**config.mk**
```make
export PLATFORM = sky130hd
export DESIGN_NAME = led_scroll_ctrl
export DESIGN_NICKNAME = d
export VERILOG_FILES = /design/src/rtl/led_ctrl_pkg.sv /design/src/rtl/led_tick_gen.sv /design/src/rtl/led_scroll_ctrl.sv
export SDC_FILE = /design/constraint.sdc
export NUM_CORES = 1
export LEC_CHECK = 0
export CAP_MARGIN = 10
export CORE_MARGIN = 8
export CORE_UTILIZATION = 23
export CTS_BUF_LIST = sky130_fd_sc_hd__clkbuf_4 sky130_fd_sc_hd__clkbuf_8
export DETAILED_ROUTE_END_ITERATION = 8
export PLACE_DENSITY = 0.5
export SLEW_MARGIN = 5
export SYNTH_ARGS = -nofsm -noshare
export SYNTH_HDL_FRONTEND = slang
export SYNTH_SLANG_ARGS = --single-unit
```
**constraint.sdc**
```tcl
create_clock -name wb_clk_i -period 4.3 [get_ports wb_clk_i]
set_input_delay 1.29 -clock wb_clk_i [delete_from_list [all_inputs] [get_ports wb_clk_i]]
set_output_delay 1.29 -clock wb_clk_i [all_outputs]
set_load 0.01 [all_outputs]
```
**src/rtl/led_ctrl_pkg.sv**
```systemverilog
// Shared types and helpers for the LED scroll controller: FSM state encoding,
// LED register geometry and the one-bit pattern rotation.
package led_ctrl_pkg;

  localparam int   LED_W      = 24;
  localparam logic LED_ADR_LO = 1'b0;
  localparam logic LED_ADR_HI = 1'b1;

  typedef enum logic [2:0] {
    INIT,
    IDLE,
    WR_LO,
    GAP_LO,
    WR_HI,
    GAP_HI
  } state_e;

  // dir_right = 0: bit23 wraps into bit0; dir_right = 1: bit0 wraps into bit23.
  function automatic logic [LED_W-1:0] rotate(input logic [LED_W-1:0] pat,
                                              input logic             dir_right);
    return dir_right ? {pat[0], pat[LED_W-1:1]} : {pat[LED_W-2:0], pat[LED_W-1]};
  endfunction

endpackage

```
**src/rtl/led_tick_gen.sv**
```systemverilog
// Scroll-tick prescaler: counts 0..TICK_DIV-1 and flags the terminal count
// for exactly one cycle before wrapping.
module led_tick_gen #(
  parameter int unsigned TICK_DIV = 50_000_000
) (
  input  logic clk,
  input  logic rst_n,
  output logic tick_o
);

  localparam int               CNT_W   = (TICK_DIV > 1) ? $clog2(TICK_DIV) : 1;
  localparam logic [CNT_W-1:0] CNT_MAX = CNT_W'(TICK_DIV - 1);

  logic [CNT_W-1:0] cnt_q, cnt_d;

  always_comb begin
    // NOTE: every output of a combinational block gets a value on every path, so no latch is inferred.
    tick_o = (cnt_q == CNT_MAX);
    cnt_d  = tick_o ? '0 : cnt_q + CNT_W'(1);
  end

  always_ff @(posedge clk or negedge rst_n) begin
    // NOTE: non-blocking assignments so every flop samples pre-edge values regardless of block order.
    if (!rst_n) cnt_q <= '0;
    else        cnt_q <= cnt_d;
  end

endmodule

```
**src/rtl/led_scroll_ctrl.sv**
```systemverilog
// LED scroll sequencer: holds a 24-bit pattern, rotates it on prescaled ticks or
// loads it from the host, and replays it to the LED port as two strobed writes.
module led_scroll_ctrl
  import led_ctrl_pkg::*;
#(
  parameter int unsigned       TICK_DIV = 50_000_000,
  parameter logic [LED_W-1:0]  RST_PAT  = 24'h000001
) (
  input  logic             wb_clk_i,
  input  logic             wb_rst_n_i,
  input  logic             run_i,
  input  logic             dir_i,
  input  logic             host_req_i,
  input  logic [LED_W-1:0] host_pat_i,
  output logic             host_ack_o,
  output logic             busy_o,
  output logic [LED_W-1:0] pattern_o,
  output logic [15:0]      led_dat_o,
  output logic             led_adr_o,
  output logic             led_cs_n_o,
  output logic             led_iow_n_o
);

  state_e           state_q, state_d;
  logic [LED_W-1:0] pattern_q, pattern_d;
  logic             tick_pend_q, tick_pend_d;
  logic             ack_q, ack_d;
  logic             busy_q, busy_d;
  logic             cs_n_q, cs_n_d;
  logic             iow_n_q, iow_n_d;
  logic             adr_q, adr_d;
  logic [15:0]      dat_q, dat_d;
  logic             tick;

  led_tick_gen #(.TICK_DIV(TICK_DIV)) u_tick_gen (
    .clk    (wb_clk_i),
    .rst_n  (wb_rst_n_i),
    .tick_o (tick)
  );

  always_comb begin
    state_d     = state_q;
    pattern_d   = pattern_q;
    tick_pend_d = tick_pend_q;
    ack_d       = 1'b0;
    adr_d       = adr_q;
    dat_d       = dat_q;

    unique case (state_q)
      INIT:   state_d = WR_LO;
      IDLE: begin
        // Host load beats a pending tick; the tick stays pending for the next IDLE.
        if (host_req_i) begin
          state_d   = WR_LO;
          pattern_d = host_pat_i;
          ack_d     = 1'b1;
        end else if (tick_pend_q && run_i) begin
          state_d     = WR_LO;
          pattern_d   = rotate(pattern_q, dir_i);
          tick_pend_d = 1'b0;
        end
      end
      WR_LO:  state_d = GAP_LO;
      GAP_LO: state_d = WR_HI;
      WR_HI:  state_d = GAP_HI;
      GAP_HI: state_d = IDLE;
      default: state_d = INIT;
    endcase

    if (tick) tick_pend_d = 1'b1;

    // Outputs are decoded from the next state so the registered port matches the state it belongs to.
    cs_n_d  = !((state_d == WR_LO) || (state_d == WR_HI));
    iow_n_d = cs_n_d;
    busy_d  = (state_d != IDLE);
    if (state_d == WR_LO) begin
      adr_d = LED_ADR_LO;
      dat_d = pattern_d[15:0];
    end else if (state_d == WR_HI) begin
      adr_d = LED_ADR_HI;
      dat_d = {8'h00, pattern_d[LED_W-1:16]};
    end
  end

  always_ff @(posedge wb_clk_i or negedge wb_rst_n_i) begin
    if (!wb_rst_n_i) begin
      state_q     <= INIT;
      pattern_q   <= RST_PAT;
      tick_pend_q <= 1'b0;
      ack_q       <= 1'b0;
      busy_q      <= 1'b1;
      cs_n_q      <= 1'b1;
      iow_n_q     <= 1'b1;
      adr_q       <= LED_ADR_LO;
      dat_q       <= '0;
    end else begin
      state_q     <= state_d;
      pattern_q   <= pattern_d;
      tick_pend_q <= tick_pend_d;
      ack_q       <= ack_d;
      busy_q      <= busy_d;
      cs_n_q      <= cs_n_d;
      iow_n_q     <= iow_n_d;
      adr_q       <= adr_d;
      dat_q       <= dat_d;
    end
  end

  assign host_ack_o  = ack_q;
  assign busy_o      = busy_q;
  assign pattern_o   = pattern_q;
  assign led_dat_o   = dat_q;
  assign led_adr_o   = adr_q;
  assign led_cs_n_o  = cs_n_q;
  assign led_iow_n_o = iow_n_q;

endmodule
```
==> impl_metrics.csv, run 1 <==
group,metric,value,unit
outcome,status,"complete, no violations",
floorplan,area_of_the_placeable_core,0.0152,mm^2
floorplan,floorplan.die.height,141,um
min_path,hold_path_start,"u_tick_gen.cnt_q[0]$_DFF_PN0_",
pwr,max-vdd-ir-drop,0.206,mV
synthesis,synth.top_cell.area_share,49.7,%
synthesis,synth-compound-area-share,15.5,%
synthesis,combinational_family_with_the_most_area_after_synthesis,"simple AND/OR/NAND/NOR gates",
global_routing,use_met1,13.8,%
timing,grt_setup_unrepaired,"no",
synthesis,synth_area,0.00358,mm^2
clocking,postCtsHoldBufs,0,
job,cap_viol_max_count,0,
clocking,cts_sinks,74,
critical_path,timing.setup.critical_path_class,"primary input to register",
placement,place_inst,572,
floorplan,initial_utilization,23.5,%
floorplan,die_width,141,um
global_routing,grt_max_degree,54,
synthesis,synth_async_sr_flop_share,100,%
route,dr_total_vias,2960,
clocking,tritoncts,"built",
critical_path,cp.buffers_inverters,2,
route,wire_per_inst,18.8,um
critical_path,reg2reg_to,"led_dat_o[4]$_DFFE_PN0P_",
global_routing,grt_most_used_layer,"met2",
clocking,post_cts_resized,0,
global_routing,first_global_vias,3078,
route,routed_via_density,5.04,
synthesis,postSynth.topFlopCell,"sky130_fd_sc_hd__dfrtp_1",
timing,finalWorstSetupSlack,1.31,ns
pwr,power_per_cell_area,641,mW/mm^2
synthesis,number_of_flops_mapped_to_enable_cells_by_yosys,0,
critical_path,critical_path_required,4.55,ns
clocking,post_cts_buffers,0,
synthesis,synth.avg_cell_area,10.9,um^2
min_path,hold_removal_path_class,"register to register",
final_layout,area.sequential,0.00186,mm^2
critical_path,reg2reg_start,"state_q[0]$_DFF_PN0_",
floorplan,die_area,0.0198,mm^2
pwr,p_total,3030,uW
final_layout,multiInputGateArea,0.00162,mm^2
critical_path,setup_slack_on_the_worst_flop_to_flop_path,2.01,ns
floorplan,pin_count,74,
min_path,hold-path-cell-count,1,
synthesis,yosys.area_share.simple,19.1,%
final_layout,post_route_cells_drive_above_1_share,9.02,%
min_path,min_delay_worst_endpoint,"u_tick_gen.cnt_q[0]$_DFF_PN0_",
clocking,ctsHtreeMaxLevel,3,
placement,buffer_ports.inserted,73,
final_layout,n_antenna_cell,0,
global_routing,groute.layer.met3.usage,3.31,%
synthesis,seq_area_frac_synth,51.9,%
floorplan,rows,45,
route,detailedRoute.firstIterationViolations,212,
synthesis,yosys-mux-area-fraction,6.47,%
timing,setup_viol_count_final,0,
timing,setup_clock_skew_after_layout,0.0171,ns
clocking,cts_made_buffers,9,
critical_path,worst_stage_delay_on_the_critical_path,0.62,ns
global_routing,grt_util_met2,18.5,%
synthesis,synthesis.instances,329,
timing,worst_slew_pin_slew,0.976,ns
timing,final.setup.tns,0,ns
synthesis,synth_adder_area_share,0.350,%
synthesis,synth_area_leader_cell,"sky130_fd_sc_hd__dfrtp_1",
critical_path,timing.critical_path.slowest_stage_cell,"sky130_fd_sc_hd__nand2_1",
critical_path,cp_data_arrival_time,3.24,ns
clocking,clock_tree.root_cell,"sky130_fd_sc_hd__clkbuf_8",
route,drc,0,
synthesis,ys_ff_latch,74,
timing,achievable-frequency,335,MHz
timing,post-route-period-util,69.5,%
critical_path,crit_chain,"clkdlybuf4s50_1 -> nand2_1 -> inv_1 -> a221o_1 -> a21o_1",
synthesis,netlist_top_cells_area,"sky130_fd_sc_hd__dfrtp_1 (50%), sky130_fd_sc_hd__mux2i_1 (6.2%), sky130_fd_sc_hd__a221o_1 (3.6%)",
route,drtPass1Iterations,4,
final_layout,fillCellCount,1561,
timing,final-max-slew-violation-count,0,
critical_path,worstSetupEndpointType,"register",
clocking,clk-insertion-delay-late,0.36,ns
final_layout,final_cell_count_no_fill,587,
critical_path,timing.reg2reg.worst_path_depth,4,
placement,placement.setup.worst_slack,0.949,ns
placement,place_congestion,0.796,
synthesis,yosys.cell_types.count,46,
final_layout,num-nets-final,426,
placement,detailedPlacementHpwl,7640,um
global_routing,antenna_violations_before_repair,0,
final_layout,area_growth_syn_to_layout,32.1,%
global_routing,globalRouteTotalUtil,11.2,%
synthesis,ys.warnings.count,0,
critical_path,worst_path_dominant_cell_family,"buffers and inverters",
route,wl,11100,um
synthesis,postSynthNetCount,359,
timing,hold_viol_final,0,
critical_path,critical_path.startpoint_type,"primary input",
global_routing,grt_overflow,0,
timing,period_minus_slack,2.99,ns
clocking,cts.clk_slew.worst_paths,0.08,ns
critical_path,timing.critical_path.fanout_max,20,
critical_path,startpoint,"host_req_i",
timing,slew_headroom,34.3,%
synthesis,yosys.area_share.xor_xnor,3.67,%
pwr,p_leak,0.00199,uW
route,antenna_violating_nets_post_route,0,
global_routing,wire_length_of_the_first_global_routing_pass,17500,um
clocking,clockBufferDepth,2,
-- power by group --
part	internal (uW)	total [uW]	leakage, uW	switching (uW)
Sequential	917	1170	0.000914	250
Combinational	650	1200	0.000956	552
Clock	402	660	0.000119	258
Total	1970	3030	0.00199	1060
-- cells in the final DEF, fill, tap and decap left out, types with 5 or more instances in the layout --
cell type                          n
sky130_fd_sc_hd__a21o_1            7
sky130_fd_sc_hd__clkdlybuf4s50_1  72
sky130_fd_sc_hd__xnor2_1           8
sky130_fd_sc_hd__nand3_1          20
sky130_fd_sc_hd__xor2_1            7
sky130_fd_sc_hd__dfrtp_1          71
sky130_fd_sc_hd__and4_1            5
sky130_fd_sc_hd__clkbuf_8         10
sky130_fd_sc_hd__a21oi_1          16
sky130_fd_sc_hd__nand4_1           7
sky130_fd_sc_hd__nor2_1           17
sky130_fd_sc_hd__o21ai_0           6
sky130_fd_sc_hd__and3_1           16
sky130_fd_sc_hd__o22ai_1          12
sky130_fd_sc_hd__o31ai_1           5
sky130_fd_sc_hd__a221o_1          13
sky130_fd_sc_hd__mux2i_1          22
sky130_fd_sc_hd__nand2_1          15
sky130_fd_sc_hd__o221a_2           8
sky130_fd_sc_hd__nor3_1            9
-- registers in the layout (all words and copies together) (netlist names) --
signal            flops
u_tick_gen.cnt_q     26
pattern_o            24
led_dat_o            16
state_q               3
busy_o                1
host_ack_o            1
led_adr_o             1
led_iow_n_o           1
tick_pend_q           1
-- how the worst max path moves through the flow --
stage	to	slack (ns)	cells past startpoint
6_report	led_dat_o[12]$_DFFE_PN0P_	1.31	5
5_1_grt	led_dat_o[10]$_DFFE_PN0P_	1.20	5
4_1_cts	led_dat_o[12]$_DFFE_PN0P_	1.33	5
3_5_place_dp	led_dat_o[13]$_DFFE_PN0P_	0.95	5
3_3_place_gp	led_dat_o[9]$_DFFE_PN0P_	0.97	5
2_1_floorplan	led_dat_o[7]$_DFFE_PN0P_	1.75	6
-- cell usage after synthesis (all sizes together), types with 2 or more instances --
library cell  count
a31oi             2
dfrtp            71
and4              6
mux2i            22
a21o              7
xor2              7
nand3            20
nand3b            4
nor2             18
nand4             8
a221o            13
and2              3
a211oi            3
a21oi            16
o221a             8
nor2b             3
and3             16
nor4              3
or3               2
o31ai             5
o21ai             6
or4               3
nand2            15
dfstp             3
buf              10
nor3              9
o22ai            12
xnor2             8
and3b             2
nand4b            2
clkbuf           12
-- through the flow --
step / hold slack [ns] / area, um^2 / util [%]
detailed placement: 0.462 / 4480 / 29.5
finish: 0.480 / 4720 / 31.1
global route: 0.500 / 4720 / 31.1
global placement: 0.462 / 4480 / 29.5
CTS: 0.479 / 4720 / 31.0
floorplan: 0.434 / 3580 / -
-- routing by layer --
| layer | vias to the layer above | share of wire [%] |
|---|---|---|
| met3 | 13 | 4.8 |
| met5 | - | 0 |
| met4 | 0 | 1.5 |
| li1 | 1389 | - |
| met2 | 64 | 48 |
| met1 | 1494 | 45 |
-- logic make-up (layout without fill, tap and decap cells) --
kind of cell,Yosys count,in the layout
muxes,23,23
adders and majority gates,1,1
xor gates and xnor gates,15,15
AOI/OAI and AO/OA,75,75
and+or+nand+nor,118,118
DFF,74,74
buffers and inverters,23,93
-- area by class of cell --
type | count | share of cell area [%]
repair buffers | 78 | 16.4
multi-input cells | 232 | 34.3
clock inverters | 3 | 1.91
clock buffers | 11 | 3.07
flip-flops and latches | 74 | 39.3
well taps | 188 | 4.98
inverters | 1 | 0.0794
Note: power is estimated with default switching activity, not from simulation.
==> run 2, diff against run 1 <==
Clock period 4.3 ns to 3.06 ns, I/O delays scaled along.
==> run 2 against run 1 <==
Against the previous run:
- clock skew shrank 0.0021 ns
- wire length grew 0.71%
- non-clock buffer count grew 4
- first-iteration DRC count grew 17%
- critical path type unchanged
- critical endpoint is now led_dat_o[2]$_DFFE_PN0P_
- cell count grew 1.0%
- clock-buffer cell count shrank 1
==> impl_metrics.csv, run 2 (synthesized netlist as in run 1, its figures left out) <==
group,metric,value,unit
job,cap_viol_max_count,0,
critical_path,setup_slack_on_the_worst_flop_to_flop_path,0.99,ns
global_routing,first_global_vias,2997,
critical_path,timing.setup.critical_path_class,"primary input to register",
timing,grt_setup_unrepaired,"no",
final_layout,num-nets-final,430,
final_layout,n_antenna_cell,0,
min_path,hold_removal_path_class,"register to register",
route,detailedRoute.firstIterationViolations,247,
final_layout,layout_common_cells,"sky130_fd_sc_hd__clkdlybuf4s50_1 (72), sky130_fd_sc_hd__dfrtp_1 (71), sky130_fd_sc_hd__mux2i_1 (22), sky130_fd_sc_hd__nand3_1 (20), sky130_fd_sc_hd__nor2_1 (17)",
pwr,power_per_cell_area,878,mW/mm^2
placement,detailedPlacementHpwl,7910,um
clocking,clk-insertion-delay-late,0.36,ns
timing,post-route-period-util,84.9,%
pwr,power_frac_seq,39.3,%
final_layout,largest_reg_flops,26,
critical_path,timing.critical_path.slowest_stage_cell,"sky130_fd_sc_hd__a211oi_2",
timing,period_minus_slack,2.60,ns
placement,buffer_ports.inserted,73,
timing,slew_headroom,19.5,%
route,routed_via_density,5.05,
clocking,cts.clk_slew.worst_paths,0.09,ns
critical_path,critical_path.startpoint_type,"primary input",
floorplan,floorplan.die.height,141,um
critical_path,reg2reg_start,"u_tick_gen.cnt_q[0]$_DFF_PN0_",
placement,place_congestion,0.744,
floorplan,area_of_the_placeable_core,0.0152,mm^2
floorplan,die_width,141,um
clocking,postCtsHoldBufs,0,
critical_path,worstSetupEndpointType,"register",
final_layout,largest-register,"u_tick_gen.cnt_q",
outcome,status,"complete, no violations",
clocking,clockBufferDepth,2,
critical_path,critical_path_required,3.36,ns
floorplan,pin_count,74,
critical_path,cp.buffers_inverters,1,
clocking,post_cts_resized,0,
global_routing,globalRouteTotalUtil,11.3,%
pwr,p_leak,0.00201,uW
critical_path,reg2reg_to,"u_tick_gen.cnt_q[22]$_DFF_PN0_",
critical_path,cp_data_arrival_time,2.90,ns
global_routing,grt_overflow,0,
pwr,max-vdd-ir-drop,0.265,mV
route,wire_per_inst,18.8,um
critical_path,crit_chain,"clkdlybuf4s50_1 -> a21oi_1 -> a211oi_2 -> a221o_1",
pwr,switchingPower,1500,uW
floorplan,rows,45,
clocking,cts_made_buffers,9,
final_layout,area_growth_syn_to_layout,32.9,%
timing,final-max-slew-violation-count,0,
route,wl,11100,um
clocking,tritoncts,"built",
pwr,share_of_total_power_in_combinational_logic,40.1,%
timing,setup_clock_skew_after_layout,0.0150,ns
clocking,clock_tree.root_cell,"sky130_fd_sc_hd__clkbuf_8",
pwr,internal_power,2670,uW
global_routing,grt_max_degree,45,
route,drc,0,
critical_path,worst_path_dominant_cell_family,"compound AO/OA/AOI/OAI gates",
route,dr_total_vias,2994,
global_routing,antenna_violations_before_repair,1,
critical_path,timing.reg2reg.worst_path_depth,6,
clocking,post_cts_buffers,0,
route,drtPass1Iterations,4,
final_layout,layout_commonest_cell,"sky130_fd_sc_hd__clkdlybuf4s50_1",
timing,setup_viol_count_final,0,
floorplan,die_area,0.0198,mm^2
pwr,clock_power_share,20.6,%
route,antenna_violating_nets_post_route,0,
timing,final.setup.tns,0,ns
min_path,hold_path_start,"u_tick_gen.cnt_q[25]$_DFF_PN0_",
clocking,ctsHtreeMaxLevel,3,
critical_path,timing.critical_path.fanout_max,15,
final_layout,final_core_utilization,31.3,%
final_layout,post_route_cells_drive_above_1_share,10.4,%
pwr,switching_share,36.0,%
timing,achievable-frequency,385,MHz
floorplan,initial_utilization,23.5,%
clocking,cts_sinks,74,
min_path,hold-path-cell-count,1,
timing,hold_viol_final,0,
critical_path,worst_stage_delay_on_the_critical_path,1.03,ns
global_routing,wire_length_of_the_first_global_routing_pass,17700,um
timing,worst_slew_pin_slew,1.21,ns
min_path,min_delay_worst_endpoint,"u_tick_gen.cnt_q[25]$_DFF_PN0_",
## run 2: changes by cell type in the layout (fill, tap and decap cells not counted)
| cell | delta |
|---|---|
| sky130_fd_sc_hd__bufinv_16 | -1 |
| sky130_fd_sc_hd__clkinv_4 | +3 |
| sky130_fd_sc_hd__buf_4 | +3 |
| sky130_fd_sc_hd__clkbuf_8 | -1 |
| sky130_fd_sc_hd__clkinv_2 | +1 |
| sky130_fd_sc_hd__buf_12 | +1 |
## run 2: worst max path at each step
stage / start / endpoint / slack (ns) / cells past startpoint
floorplan: dir_i / led_dat_o[7]$_DFFE_PN0P_ / 0.88 / 6
finish: run_i / led_dat_o[2]$_DFFE_PN0P_ / 0.46 / 4
global placement: run_i / led_dat_o[5]$_DFFE_PN0P_ / 0.19 / 4
CTS: run_i / led_dat_o[2]$_DFFE_PN0P_ / 0.49 / 4
global route: run_i / led_dat_o[3]$_DFFE_PN0P_ / 0.44 / 4
detailed placement: run_i / led_dat_o[3]$_DFFE_PN0P_ / 0.12 / 4
## run 2: power by group through the flow
stage          Combinational, uW  Sequential [uW]  Clock, uW
2_1_floorplan                800             1630          0
3_3_place_gp                1660             1670          0
3_5_place_dp                1690             1660          0
4_1_cts                     1690             1650        880
5_1_grt                     1800             1700        933
6_report                    1670             1640        859
## run 2: metrics by stage
| step | cell area [um^2] | setup slack [ns] | instances | total power (uW) | hold WS [ns] |
|---|---|---|---|---|---|
| floorplan | 3580 | 0.879 | 329 | 2430 | 0.434 |
| global route | 4750 | 0.440 | 593 | 4430 | 0.515 |
| finish | 4750 | 0.462 | 593 | 4170 | 0.475 |
| CTS | 4750 | 0.490 | 593 | 4220 | 0.478 |
| global placement | 4530 | 0.190 | 577 | 3330 | 0.458 |
| detailed placement | 4530 | 0.121 | 577 | 3350 | 0.468 |
## run 2: routing by layer
metal  routed length, um  vias up  global-route usage (%)
li1                    -     1392                       -
met1                4960     1522                    14.3
met2                5400       68                    18.0
met3                 656       10                    4.05
met4                 108        2                    2.55
met5                  13        -                       0
## run 2: cell type report
type / count / area, um^2
clock inverter: 6 / 91.3
timing repair buffer: 82 / 818
clock buffer: 10 / 131
fill: 1586 / 10400
inverter: 1 / 3.75
multi-input combinational: 232 / 1620
tap: 188 / 235
sequential: 74 / 1860
